### src/rtl/tlb_victim_ctrl_pkg.sv
// tlb_victim_ctrl_pkg: shared BIU types and constants for the TLB replacement controller
package tlb_victim_ctrl_pkg;
   typedef logic [1:0] id_t;
   typedef logic [1:0] state_t;
   localparam int DEF_CNT_W = 12;
   localparam int DEF_INIT_CNT = 1;
   localparam state_t S_IDLE = 2'd0;
   localparam state_t S_SEL = 2'd1;
   localparam state_t S_ACK = 2'd2;
   localparam logic [11:0] AGE_CNT = 12'h800;
   localparam logic [11:0] SAT_CNT = 12'hFFF;
endpackage

### src/rtl/tlb_victim_cell.sv
// tlb_victim_cell: two-input victim compare cell (invalid, then non-global, then lower count, then lower id)
module tlb_victim_cell
   import tlb_victim_ctrl_pkg::*;
#(
   parameter int CNT_W = DEF_CNT_W
) (
   input  logic [1:0]       a_id_i,
   input  logic             a_v_i,
   input  logic             a_g_i,
   input  logic [CNT_W-1:0] a_cnt_i,
   input  logic [1:0]       b_id_i,
   input  logic             b_v_i,
   input  logic             b_g_i,
   input  logic [CNT_W-1:0] b_cnt_i,
   output logic [1:0]       y_id_o,
   output logic             y_v_o,
   output logic             y_g_o,
   output logic [CNT_W-1:0] y_cnt_o
);
   logic pick_b;
   // choose the better victim of the two inputs and forward all of its fields
   always_comb begin
      pick_b = (a_v_i != b_v_i) ? !b_v_i :
               !a_v_i ? (b_id_i < a_id_i) :
               (a_g_i != b_g_i) ? !b_g_i :
               (b_cnt_i < a_cnt_i) || (b_cnt_i == a_cnt_i && b_id_i < a_id_i);
      y_id_o  = pick_b ? b_id_i : a_id_i;
      y_v_o   = pick_b ? b_v_i : a_v_i;
      y_g_o   = pick_b ? b_g_i : a_g_i;
      y_cnt_o = pick_b ? b_cnt_i : a_cnt_i;
   end
endmodule

### src/rtl/tlb_victim_ctrl.sv
// tlb_victim_ctrl: per-entry valid/G/counter bookkeeping and refill arbitration for a 4-entry TLB
module tlb_victim_ctrl
   import tlb_victim_ctrl_pkg::*;
#(
   parameter int CNT_W = DEF_CNT_W,
   parameter int INIT_CNT = DEF_INIT_CNT
) (
   input  logic       clk,
   input  logic       rst_n,
   input  logic       hit_valid,
   input  logic [1:0] hit_id,
   input  logic       refill_req,
   input  logic       refill_g,
   output logic       refill_ack,
   output logic [1:0] refill_id,
   input  logic       flush_all,
   input  logic       flush_nonglobal,
   output logic [3:0] entry_valid,
   output logic [3:0] entry_global,
   output logic       busy
);
   localparam logic [CNT_W-1:0] SAT  = CNT_W'(SAT_CNT);
   localparam logic [CNT_W-1:0] AGE  = CNT_W'(AGE_CNT);
   localparam logic [CNT_W-1:0] INIT = CNT_W'(INIT_CNT);
   localparam logic [CNT_W-1:0] ONE  = CNT_W'(1);

   state_t           state_q, state_d;
   id_t              victim_q, victim_d;
   logic [3:0]       valid_q, valid_d, glob_q, glob_d;
   logic [CNT_W-1:0] cnt_q [4];
   logic [CNT_W-1:0] cnt_d [4];
   logic [3:0]       clr, wr;
   logic             ack, hit_ok, age;

   // tree nodes: 0-3 are the entries, 4-5 the leaf-pair winners, 6 the overall victim
   id_t              n_id  [7];
   logic             n_v   [7];
   logic             n_g   [7];
   logic [CNT_W-1:0] n_cnt [7];

   for (genvar i = 0; i < 4; i++) begin : g_leaf
      assign n_id[i]  = id_t'(i);
      assign n_v[i]   = valid_q[i];
      assign n_g[i]   = glob_q[i];
      assign n_cnt[i] = cnt_q[i];
   end

   for (genvar k = 0; k < 3; k++) begin : g_cell
      tlb_victim_cell #(.CNT_W(CNT_W)) u_cell (
         .a_id_i (n_id[2*k]),   .a_v_i (n_v[2*k]),   .a_g_i (n_g[2*k]),   .a_cnt_i (n_cnt[2*k]),
         .b_id_i (n_id[2*k+1]), .b_v_i (n_v[2*k+1]), .b_g_i (n_g[2*k+1]), .b_cnt_i (n_cnt[2*k+1]),
         .y_id_o (n_id[4+k]),   .y_v_o (n_v[4+k]),   .y_g_o (n_g[4+k]),   .y_cnt_o (n_cnt[4+k])
      );
   end

   // next state: refill write beats flush, flush beats hit on the same entry
   always_comb begin
      ack      = state_q == S_ACK;
      clr      = flush_all ? 4'hF : flush_nonglobal ? ~glob_q : 4'h0;
      wr       = ack ? 4'(4'b0001 << victim_q) : 4'h0;
      hit_ok   = hit_valid && valid_q[hit_id] && !clr[hit_id] && !wr[hit_id];
      age      = hit_ok && cnt_q[hit_id] == SAT;
      valid_d  = (valid_q & ~clr) | wr;
      glob_d   = (glob_q & ~wr) | (refill_g ? wr : 4'h0);
      for (int i = 0; i < 4; i++)
         cnt_d[i] = wr[i] ? INIT :
                    (hit_ok && hit_id == id_t'(i)) ? (age ? AGE : cnt_q[i] + ONE) :
                    age ? cnt_q[i] >> 1 : cnt_q[i];
      state_d  = state_q == S_IDLE ? (refill_req ? S_SEL : S_IDLE) :
                 state_q == S_SEL ? ((flush_all || flush_nonglobal) ? S_IDLE : S_ACK) : S_IDLE;
      victim_d = state_q == S_SEL ? n_id[6] : victim_q;
   end

   // state registers
   always_ff @(posedge clk or negedge rst_n) begin
      if (!rst_n) begin
         state_q  <= S_IDLE;
         victim_q <= '0;
         valid_q  <= '0;
         glob_q   <= '0;
         cnt_q    <= '{default: '0};
      end else begin
         state_q  <= state_d;
         victim_q <= victim_d;
         valid_q  <= valid_d;
         glob_q   <= glob_d;
         cnt_q    <= cnt_d;
      end
   end

   assign refill_ack   = state_q == S_ACK;
   assign refill_id    = victim_q;
   assign entry_valid  = valid_q;
   assign entry_global = glob_q;
   assign busy         = state_q != S_IDLE;
endmodule

### config.mk
export PLATFORM = sky130hd
export DESIGN_NAME = tlb_victim_ctrl
export DESIGN_NICKNAME = d
export VERILOG_FILES = /design/src/rtl/tlb_victim_ctrl_pkg.sv /design/src/rtl/tlb_victim_cell.sv /design/src/rtl/tlb_victim_ctrl.sv
export SDC_FILE = /design/constraint.sdc
export NUM_CORES = 1
export LEC_CHECK = 0
export CORE_MARGIN = 2
export CORE_UTILIZATION = 35
export DETAILED_ROUTE_END_ITERATION = 8
export PLACE_DENSITY = 0.59
export SLEW_MARGIN = 10
export SYNTH_ARGS = -nofsm -noshare
export SYNTH_HDL_FRONTEND = slang
export SYNTH_SLANG_ARGS = --single-unit
export TNS_END_PERCENT = 100
### constraint.sdc
create_clock -name clk -period 4.97 [get_ports clk]
set_input_delay 0.497 -clock clk [delete_from_list [all_inputs] [get_ports clk]]
set_output_delay 0.497 -clock clk [all_outputs]
set_load 0.01 [all_outputs]
* Yosys cells after proc, flatten, opt, wreduce, memory -nomap -nowiden
Index checks and enable logic that the tools add are counted.
** Storage, ports and cells
- Bits in registers :: 60
- Latch bits :: 0
- Logic and storage cells :: 117
- Output and inout bits :: 12
- Input port bits :: 9
- Memories :: 0
- RAM bits :: 0
- ROM bits :: 0
** Operators by class
- Equality and inequality tests :: 13
- Shift-type cells :: 1
- Multipliers :: 0
- Muxes and demuxes :: 51
- Add/sub/neg operators :: 4
- Divide/modulo/power cells :: 0
- Bitwise operators :: 8
- Reductions and logical operators :: 26
- Order comparisons :: 6
** Operators with widths (number)
- 12-bit 2-to-1 mux :: 20
- 12-bit by 1-bit adder with 12-bit output (second input constant) :: 4
- 12-bit less-than comparator :: 3
- 12-bit binary-select mux with 2-bit select :: 1
- 1-bit 2-to-1 mux :: 19
- 4-bit 2-to-1 mux :: 4
- 12-bit == test :: 1
- 12-bit == test (second input constant) :: 1
- 4-bit inverter :: 3
- 3-bit nonzero test :: 4
- 1-bit logical AND :: 9
- 4-bit AND :: 2
- 1-bit logical NOT :: 8
- 2-bit 2-to-1 mux :: 4
- 4-bit OR :: 2
- 1-bit binary-select mux with 2-bit select :: 3
- 2-bit == test (second input constant) :: 3
- 1-bit inequality test :: 6
- 2-bit by 1-bit == test with 1-bit output (second input constant) :: 2
- 2-bit logical NOT :: 2
- 1-bit by 2-bit left shift with 4-bit output (first input constant) :: 1
- 3-bit >= comparator (second input constant) :: 1
- 2-bit by 3-bit less-than comparator with 1-bit output (second input constant) :: 1
- 2-bit inverter with 3-bit output :: 1
- 3 further kinds :: 4

* Longest topological paths before layout
Gate-level depths: netlist of the first run.
- Depth after elaboration :: 12
- Gate-level depth with buffers :: 20
- Mapped depth without buffers :: 19

* By module
Synthesis of the first run repeated with hierarchy kept, for this count alone.
** Second synthesis, totals
- Cells, all modules :: 687
- Area total of the unflattened synthesis :: 5934.4 um^2
** By module, submodules not included
- tlb_victim_ctrl :: sequential area each 1501.4 um^2, cells an instance 468, area an instance 3967.6 um^2, instances 1
- tlb_victim_cell :: sequential area each 0.0 um^2, cells an instance 73, area an instance 655.6 um^2, instances 3

* Worst setup path after synthesis of the first run
OpenSTA, ideal clock, no wires.
- Path kind :: register to register
- From :: register cnt_q[14] in the netlist's numbering
- To :: register victim_q[0] (netlist: refill_id[0])
- Setup slack :: 815 ps
- Buffers on the path :: 2
- Required time :: 4844 ps
- Arrival time :: 4029 ps
- Setup time :: 126 ps
- Cell stages (with the launch flop) :: 20
- Period minus slack after synthesis :: 4155 ps
- Cell sequence :: dfrtp_1 -> clkbuf_1 -> inv_1 -> ha_1 -> o21a_1 -> nor2_1 -> o41ai_1 -> a221oi_2 -> nor2_1 -> clkbuf_1 -> mux2_2 -> ha_1 -> a21oi_1 -> o211a_1 -> o21ai_0 -> a221oi_1 -> nand2_1 -> or4bb_1 -> a21oi_1 -> o31ai_1
** On the way
- Longest elaborated chain between the ends :: 12
- Elaborated cells between the ends (all ways) :: 21
- Those cells by class :: order compare (3); eq/ne (3); mux (11); reduce/logical (4)
** RTL lines
- start, declared :: RTL line tlb_victim_ctrl.sv:30 : logic [CNT_W-1:0] cnt_q [4];
- start signal, assigned :: RTL line tlb_victim_ctrl.sv:87 : cnt_q <= cnt_d;
- branches (longest 11 deep; another with 12-bit less-than comparator)
- 2-bit 2-to-1 mux (*) :: RTL line tlb_victim_cell.sv:27 : y_id_o = pick_b ? b_id_i : a_id_i;
- end signal, assigned :: RTL line tlb_victim_ctrl.sv:84 : victim_q <= victim_d;
- end, declared :: RTL line tlb_victim_ctrl.sv:28 : id_t victim_q, victim_d;
Mark *: on every way between the ends.
A chain may end at the register's enable or synchronous reset.

* Worst setup path after layout of the first run
- From :: register cnt_q[44] in the netlist's numbering
- To :: register victim_q[0] (netlist: refill_id[0])
Same word-level chain as after synthesis.

==> results of run 1 <==
worst max-delay path by stage:
stage | from | slack [ns] | cells after the start | to
after floorplan | cnt_q[14]$_DFFE_PN0P_ | 0.82 | 19 | refill_id[0]$_DFFE_PN0N_
after global placement | cnt_q[41]$_DFFE_PN0P_ | 0.59 | 18 | refill_id[0]$_DFFE_PN0N_
after detailed placement | cnt_q[29]$_DFFE_PN0P_ | 0.58 | 18 | refill_id[0]$_DFFE_PN0N_
after CTS | cnt_q[29]$_DFFE_PN0P_ | 0.53 | 18 | refill_id[0]$_DFFE_PN0N_
after global routing | cnt_q[37]$_DFFE_PN0P_ | 0.11 | 18 | refill_id[0]$_DFFE_PN0N_
final | cnt_q[44]$_DFFE_PN0P_ | 0.67 | 17 | refill_id[0]$_DFFE_PN0N_
power by group:
group	internal, mW	total [mW]	switching, mW	leakage, nW
clock	0.503	0.741	0.238	0.169
sequential	0.524	0.592	0.0677	0.774
combinational	0.131	0.287	0.156	1.49
state kept, by name, summed over array words and instances, names as in the netlist, named ones only:
name	cells
state_q	2
refill_id	2
entry_valid	4
cnt_q	48
cell type report:
type | count | area, sq um
Fill cell | 1414 | 8240
Multi-Input combinational cell | 505 | 3190
Sequential cell | 60 | 1500
Tap cell | 180 | 225
Clock inverter | 6 | 111
Timing Repair Buffer | 28 | 255
Inverter | 31 | 116
Clock buffer | 10 | 239
cells in the final DEF, fill, tap and decap left out, types with 19 or more instances in the layout:
master / n
o21ai_0: 57
ha_1: 39
a21oi_1: 55
dfrtp_1: 60
nand3_1: 32
nor2_1: 38
and3_1: 19
clkdlybuf4s50_1: 19
inv_1: 31
nand2_1: 91
kinds of logic (layout without fill, tap and decap cells):
group / after synthesis / after routing / synth area share, %
and+or+nand+nor: 259 / 259 / 26.4
muxes: 15 / 15 / 3.58
DFF: 60 / 60 / 30.2
xor gates and xnor gates: 10 / 10 / 1.76
adders and majority gates: 39 / 39 / 9.82
buffers and inverters: 63 / 75 / 5.74
AOI/OAI and AO/OA: 182 / 182 / 22.5
per-stage QoR:
step                hold WS [ns]  area [sq um]  setup WS [ns]  total power, mW  util (%)
floorplan                  0.201          4970          0.815            0.776         -
global placement           0.524          5290          0.594            0.875      38.1
detailed placement         0.535          5290          0.578            0.883      38.1
CTS                        0.380          5640          0.530             1.63      40.6
global route               0.420          5640          0.114             1.70      40.6
finish                     0.340          5640          0.675             1.62      40.6
cell usage after synthesis, drive strengths merged (5+ instances only):
cell type and n:
a21o 9, a21oi 55, a31oi 6, and3 20, buf 13, clkbuf 19, dfrtp 60, ha 39
inv 31, mux2 12, nand2 92, nand2b 12, nand3 32, nand4 7, nor2 40, nor2b 11
nor3 11, nor3b 5, nor4 8, o21ai 67, xnor2 10
worst register-to-register path: stages, from the launching register on:
cell	delay (ns)
dfrtp_1	0.46
inv_1	0.10
ha_1	0.30
nand3_1	0.10
o2111a_1	0.26
a22oi_1	0.34
a21boi_0	0.21
or2_1	0.40
a21oi_1	0.32
ha_1	0.30
a21oi_1	0.14
o211a_1	0.17
o21ai_0	0.09
a221oi_1	0.45
nand2_1	0.14
or4bb_1	0.21
a21oi_1	0.04
o31ai_1	0.18
metal layers:
metal	track usage (%)	routed length [microns]
met5	0	0
met4	7.17	306
met3	3.87	744
met2	32.3	6730
met1	25.5	6280
==> results.py, run 1 <==
metrics = {
    "status": {
        "status": "finished, final reports clean",
    },
    "worst_setup_path": {
        "rrSetupSlack_ns": 0.67,
        "critPathMaxFanout": 13,
        "crit_type": "flip-flop to flip-flop",
        "startpoint_type": "flip-flop",
        "cpPeakStageDelay_ns": 0.46,
        "r2r-start": "cnt_q[44]$_DFFE_PN0P_",
        "r2r-end": "refill_id[0]$_DFFE_PN0N_",
        "critPathRequiredTime_ns": 5.22,
        "worst_path_most_repeated_cell": "a21oi_1",
        "worst_setup_path_end_kind": "flip-flop",
        "crit_family": "compound AO/OA/AOI/OAI gates",
        "cpMaxStageDelayCell": "dfrtp_1",
        "cp.arrival_ns": 4.54,
        "critPathBufInv": 1,
        "r2r.worst_path.cells": 17,
        "path_cells": "inv_1 > ha_1 > nand3_1 > o2111a_1 > a22oi_1 > a21boi_0 > or2_1 > a21oi_1 > ha_1 > a21oi_1 > o211a_1 > o21ai_0 > a221oi_1 > nand2_1 > or4bb_1 > a21oi_1 > o31ai_1",
    },
    "clocking": {
        "cts_setup_buffers": 0,
        "cts.repair.resized": 0,
        "cts_tree": "built",
        "clk_path_buf_depth": 2,
        "hold_buffers": 0,
        "cts.sinks": 60,
        "clkLatencyLatePin_ns": 0.34,
        "clk_pin_slew_ns": 0.06,
        "htree_levels": 3,
        "numCtsBuffers": 9,
        "clockRootBuffer": "clkbuf_16",
    },
    "sta": {
        "hold_viol": 0,
        "maxSlewViolCount": 0,
        "maxSlewHeadroom_pct": 46.8,
        "setup_viol": 0,
        "period_share_pct": 86.4,
        "tightest_slew_ns": 0.798,
        "rsz0062_at_grt": "false",
        "fmax_ghz": 0.233,
        "finalClockSkew_ns": 0.00778,
        "finalSetupTns_ns": 0,
        "fin_crit_ns": 4.30,
    },
    "finish": {
        "drive_gt1_share_pct": 8.44,
        "area.growth.synth_to_final_pct": 13.4,
        "antenna_cells": 0,
        "layoutNonFillerInstCount": 820,
        "finalNetCount": 683,
    },
    "floorplan": {
        "rows": 43,
        "start_util_pct": 35.8,
        "dieArea_sq_um": 15200,
        "ioPinCount": 21,
        "core_sq_um": 13900,
        "dieWidth_microns": 123,
        "dieHeight_microns": 123,
    },
    "power_and_ir_drop": {
        "p_leak_nw": 2.43,
        "ir_drop_mv": 0.138,
        "power_density_nw_per_um2": 287,
    },
    "grt": {
        "grt_overflow": 0,
        "grt_pass1_wl_microns": 23400,
        "grt_max_degree": 61,
        "grt_pass1_vias": 4631,
        "track_usage_pct": 19.6,
        "antenna_found_initial": 0,
    },
    "placed_design": {
        "io_buffers": 20,
        "hpwl_microns": 10400,
        "dp_cells": 804,
        "place_congestion": 0.889,
    },
    "synth": {
        "synth-edff-count": 0,
        "synth_area_leaders": "dfrtp_1 30%, ha_1 9.8%, nand2_1 6.9%, o21ai_0 5.7%, a21oi_1 5.5%",
        "synth_cells": 628,
        "syn-cell-area_sq_um": 4970,
        "synth-main-ff-cell": "dfrtp_1",
        "synthArstFlopShare_pct": 100,
        "yosys_warnings": 0,
        "synth-seq-cells": 60,
        "yosysSeqAreaShare_pct": 30.2,
        "syn_avg_cell_area_sq_um": 7.91,
        "ys_types": 70,
        "synth.top_cell.area_share_pct": 30.2,
        "synthesis.nets": 676,
        "yosys.area.top_type": "dfrtp_1",
    },
    "routing": {
        "final_antenna_net_count": 0,
        "vias": 4719,
        "routedWlPerCell_microns": 17.2,
        "vias_per_cell": 5.75,
        "dr.pass1.iters": 7,
        "initialDrtViolationCount": 337,
        "drc_errors": 0,
        "drt-total-wl_microns": 14100,
    },
    "run": {
        "maxCapViolations": 0,
    },
    "worst_hold_path": {
        "min_path_type": "input port to async pin",
    },
}
Note: power is estimated with default switching activity, not from simulation.
==> run 2: changes to the inputs <==
- CELL_PAD_IN_SITES_DETAIL_PLACEMENT: not set -> 1
- CELL_PAD_IN_SITES_GLOBAL_PLACEMENT: not set -> 2
- CORE_UTILIZATION: 35 -> 31
- PLACE_DENSITY: 0.59 -> 0.77
==> results.py, run 2 (same netlist as run 1, synthesis figures left out) <==
metrics = {
    "status": {
        "status": "finished, final reports clean",
    },
    "floorplan": {
        "ioPinCount": 21,
        "core_sq_um": 15800,
        "start_util_pct": 31.5,
        "dieArea_sq_um": 17100,
        "rows": 46,
        "dieHeight_microns": 131,
        "dieWidth_microns": 131,
    },
    "finish": {
        "area.growth.synth_to_final_pct": 13.8,
        "final_common_cell": "nand2_1",
        "final_cell_mix": "91 x nand2_1, 60 x dfrtp_1, 57 x o21ai_0",
        "antenna_cells": 0,
        "register_area_sq_um": 1500,
        "finalNetCount": 684,
        "design_area_sq_um": 5660,
        "n_fill_cell": 1937,
        "largest_reg_flops": 48,
        "top_register": "cnt_q",
        "drive_gt1_share_pct": 8.13,
        "layoutNonFillerInstCount": 856,
        "multi_input_area_sq_um": 3190,
    },
    "sta": {
        "finalClockSkew_ns": 0.00653,
        "period_share_pct": 92.4,
        "fmax_ghz": 0.218,
        "setup_viol": 0,
        "maxSlewViolCount": 0,
        "maxSlewHeadroom_pct": 41.1,
        "finalSetupTns_ns": 0,
        "setup_slack_ns": 0.379,
        "rsz0062_at_grt": "false",
        "hold_viol": 0,
        "tightest_slew_ns": 0.876,
        "fin_crit_ns": 4.59,
    },
    "placed_design": {
        "io_buffers": 20,
        "preCtsSetupSlack_ns": 0.366,
        "place_congestion": 0.825,
        "dp_cells": 841,
        "placed_area_sq_um": 5350,
        "hpwl_microns": 12200,
    },
    "routing": {
        "initialDrtViolationCount": 212,
        "dr.pass1.iters": 4,
        "routedWlPerCell_microns": 19.5,
        "drc_errors": 0,
        "vias": 4767,
        "final_antenna_net_count": 0,
        "vias_per_cell": 5.57,
        "drt-total-wl_microns": 16700,
    },
    "power_and_ir_drop": {
        "power_density_nw_per_um2": 274,
        "p_leak_nw": 2.42,
        "ir_drop_mv": 0.159,
        "finalPower_mw": 1.55,
    },
    "grt": {
        "grt_pass1_vias": 5063,
        "grt_overflow": 0,
        "track_usage_pct": 20.9,
        "grt_pass1_wl_microns": 27100,
        "antenna_found_initial": 0,
        "grt_max_degree": 61,
    },
    "worst_setup_path": {
        "cpMaxStageDelayCell": "nor2_1",
        "crit_type": "flip-flop to flip-flop",
        "startpoint_type": "flip-flop",
        "cpPeakStageDelay_ns": 0.62,
        "critPathMaxFanout": 8,
        "worst_setup_path_end_kind": "flip-flop",
        "path_cells": "inv_1 > ha_1 > o21a_1 > nor2_1 > o41ai_1 > a221oi_2 > nor2_1 > mux2_2 > ha_1 > a21oi_1 > o211a_1 > o21ai_0 > a221oi_1 > nand2_1 > or4bb_1 > a21oi_1 > o31ai_1",
        "cp.arrival_ns": 4.82,
        "critPathRequiredTime_ns": 5.20,
    },
    "clocking": {
        "clkLatencyLatePin_ns": 0.34,
        "clockRootBuffer": "clkbuf_16",
        "cts_setup_buffers": 0,
        "clk_pin_slew_ns": 0.06,
        "cts.repair.resized": 0,
        "hold_buffers": 0,
        "htree_levels": 3,
        "cts.sinks": 60,
        "cts_tree": "built",
        "numCtsBuffers": 9,
        "clk_path_buf_depth": 2,
    },
    "worst_hold_path": {
        "min_path_type": "input port to async pin",
    },
    "run": {
        "maxCapViolations": 0,
    },
}
-- run 2: area by class of cell --
class,instances,share of cell area (%)
Multi-Input combinational cell,505,56.4
Sequential cell,60,26.5
Timing Repair Buffer,29,4.87
Clock buffer,14,4.84
Tap cell,216,4.78
Inverter,31,2.06
Clock inverter,1,0.531
-- run 2: power by group --
part           leakage [nW]  internal [mW]  switching, mW  total [mW]
Combinational          1.49          0.133          0.167       0.300
Clock                 0.149          0.427          0.236       0.663
Sequential            0.774          0.524         0.0630       0.587
-- run 2: layer usage --
layer / GRT usage [%] / vias to the layer above / wire [microns]
met1: 26.2 / 2428 / 7890
li1: - / 2277 / -
met5: 0 / - / 0
met4: 6.95 / 0 / 280
met2: 35.9 / 43 / 8160
met3: 4.40 / 19 / 324
-- run 2: worst paths after layout --
check / from / to / slack (ns) / depth (start not counted)
max: cnt_q[14]$_DFFE_PN0P_ / refill_id[0]$_DFFE_PN0N_ / 0.38 / 17
min: rst_n / cnt_q[15]$_DFFE_PN0P_ / 0.35 / 2
max reg2reg: cnt_q[14]$_DFFE_PN0P_ / refill_id[0]$_DFFE_PN0N_ / 0.38 / 17
min reg2reg: cnt_q[40]$_DFFE_PN0P_ / cnt_q[39]$_DFFE_PN0P_ / 0.54 / 2
max in group asynchronous: rst_n / cnt_q[36]$_DFFE_PN0P_ / 4.07 / 2
min in group clk: cnt_q[40]$_DFFE_PN0P_ / cnt_q[39]$_DFFE_PN0P_ / 0.54 / 2
-- run 2: per-stage QoR --
stage	hold slack, ns	utilization (%)
6_report	0.350	35.9
5_1_grt	0.404	35.9
4_1_cts	0.388	35.9
3_5_place_dp	0.546	33.9
3_3_place_gp	0.528	33.9
2_1_floorplan	0.201	-
-- run 2: critical path, delay by kind of cell (launching register included) --
family                     cells  cell delay [ns]
buffers and inverters          1             0.11
adders and majority gates      2             0.60
AOI/OAI and AO/OA              9             1.52
muxes                          1             0.44
DFF                            1             0.51
and+or+nand+nor                4             1.27
==> run 3: changes to the inputs <==
- SLEW_MARGIN: 10 -> 20
==> results of run 3 <==
The final DEF is identical to that of run 2; final timing and power are the same.
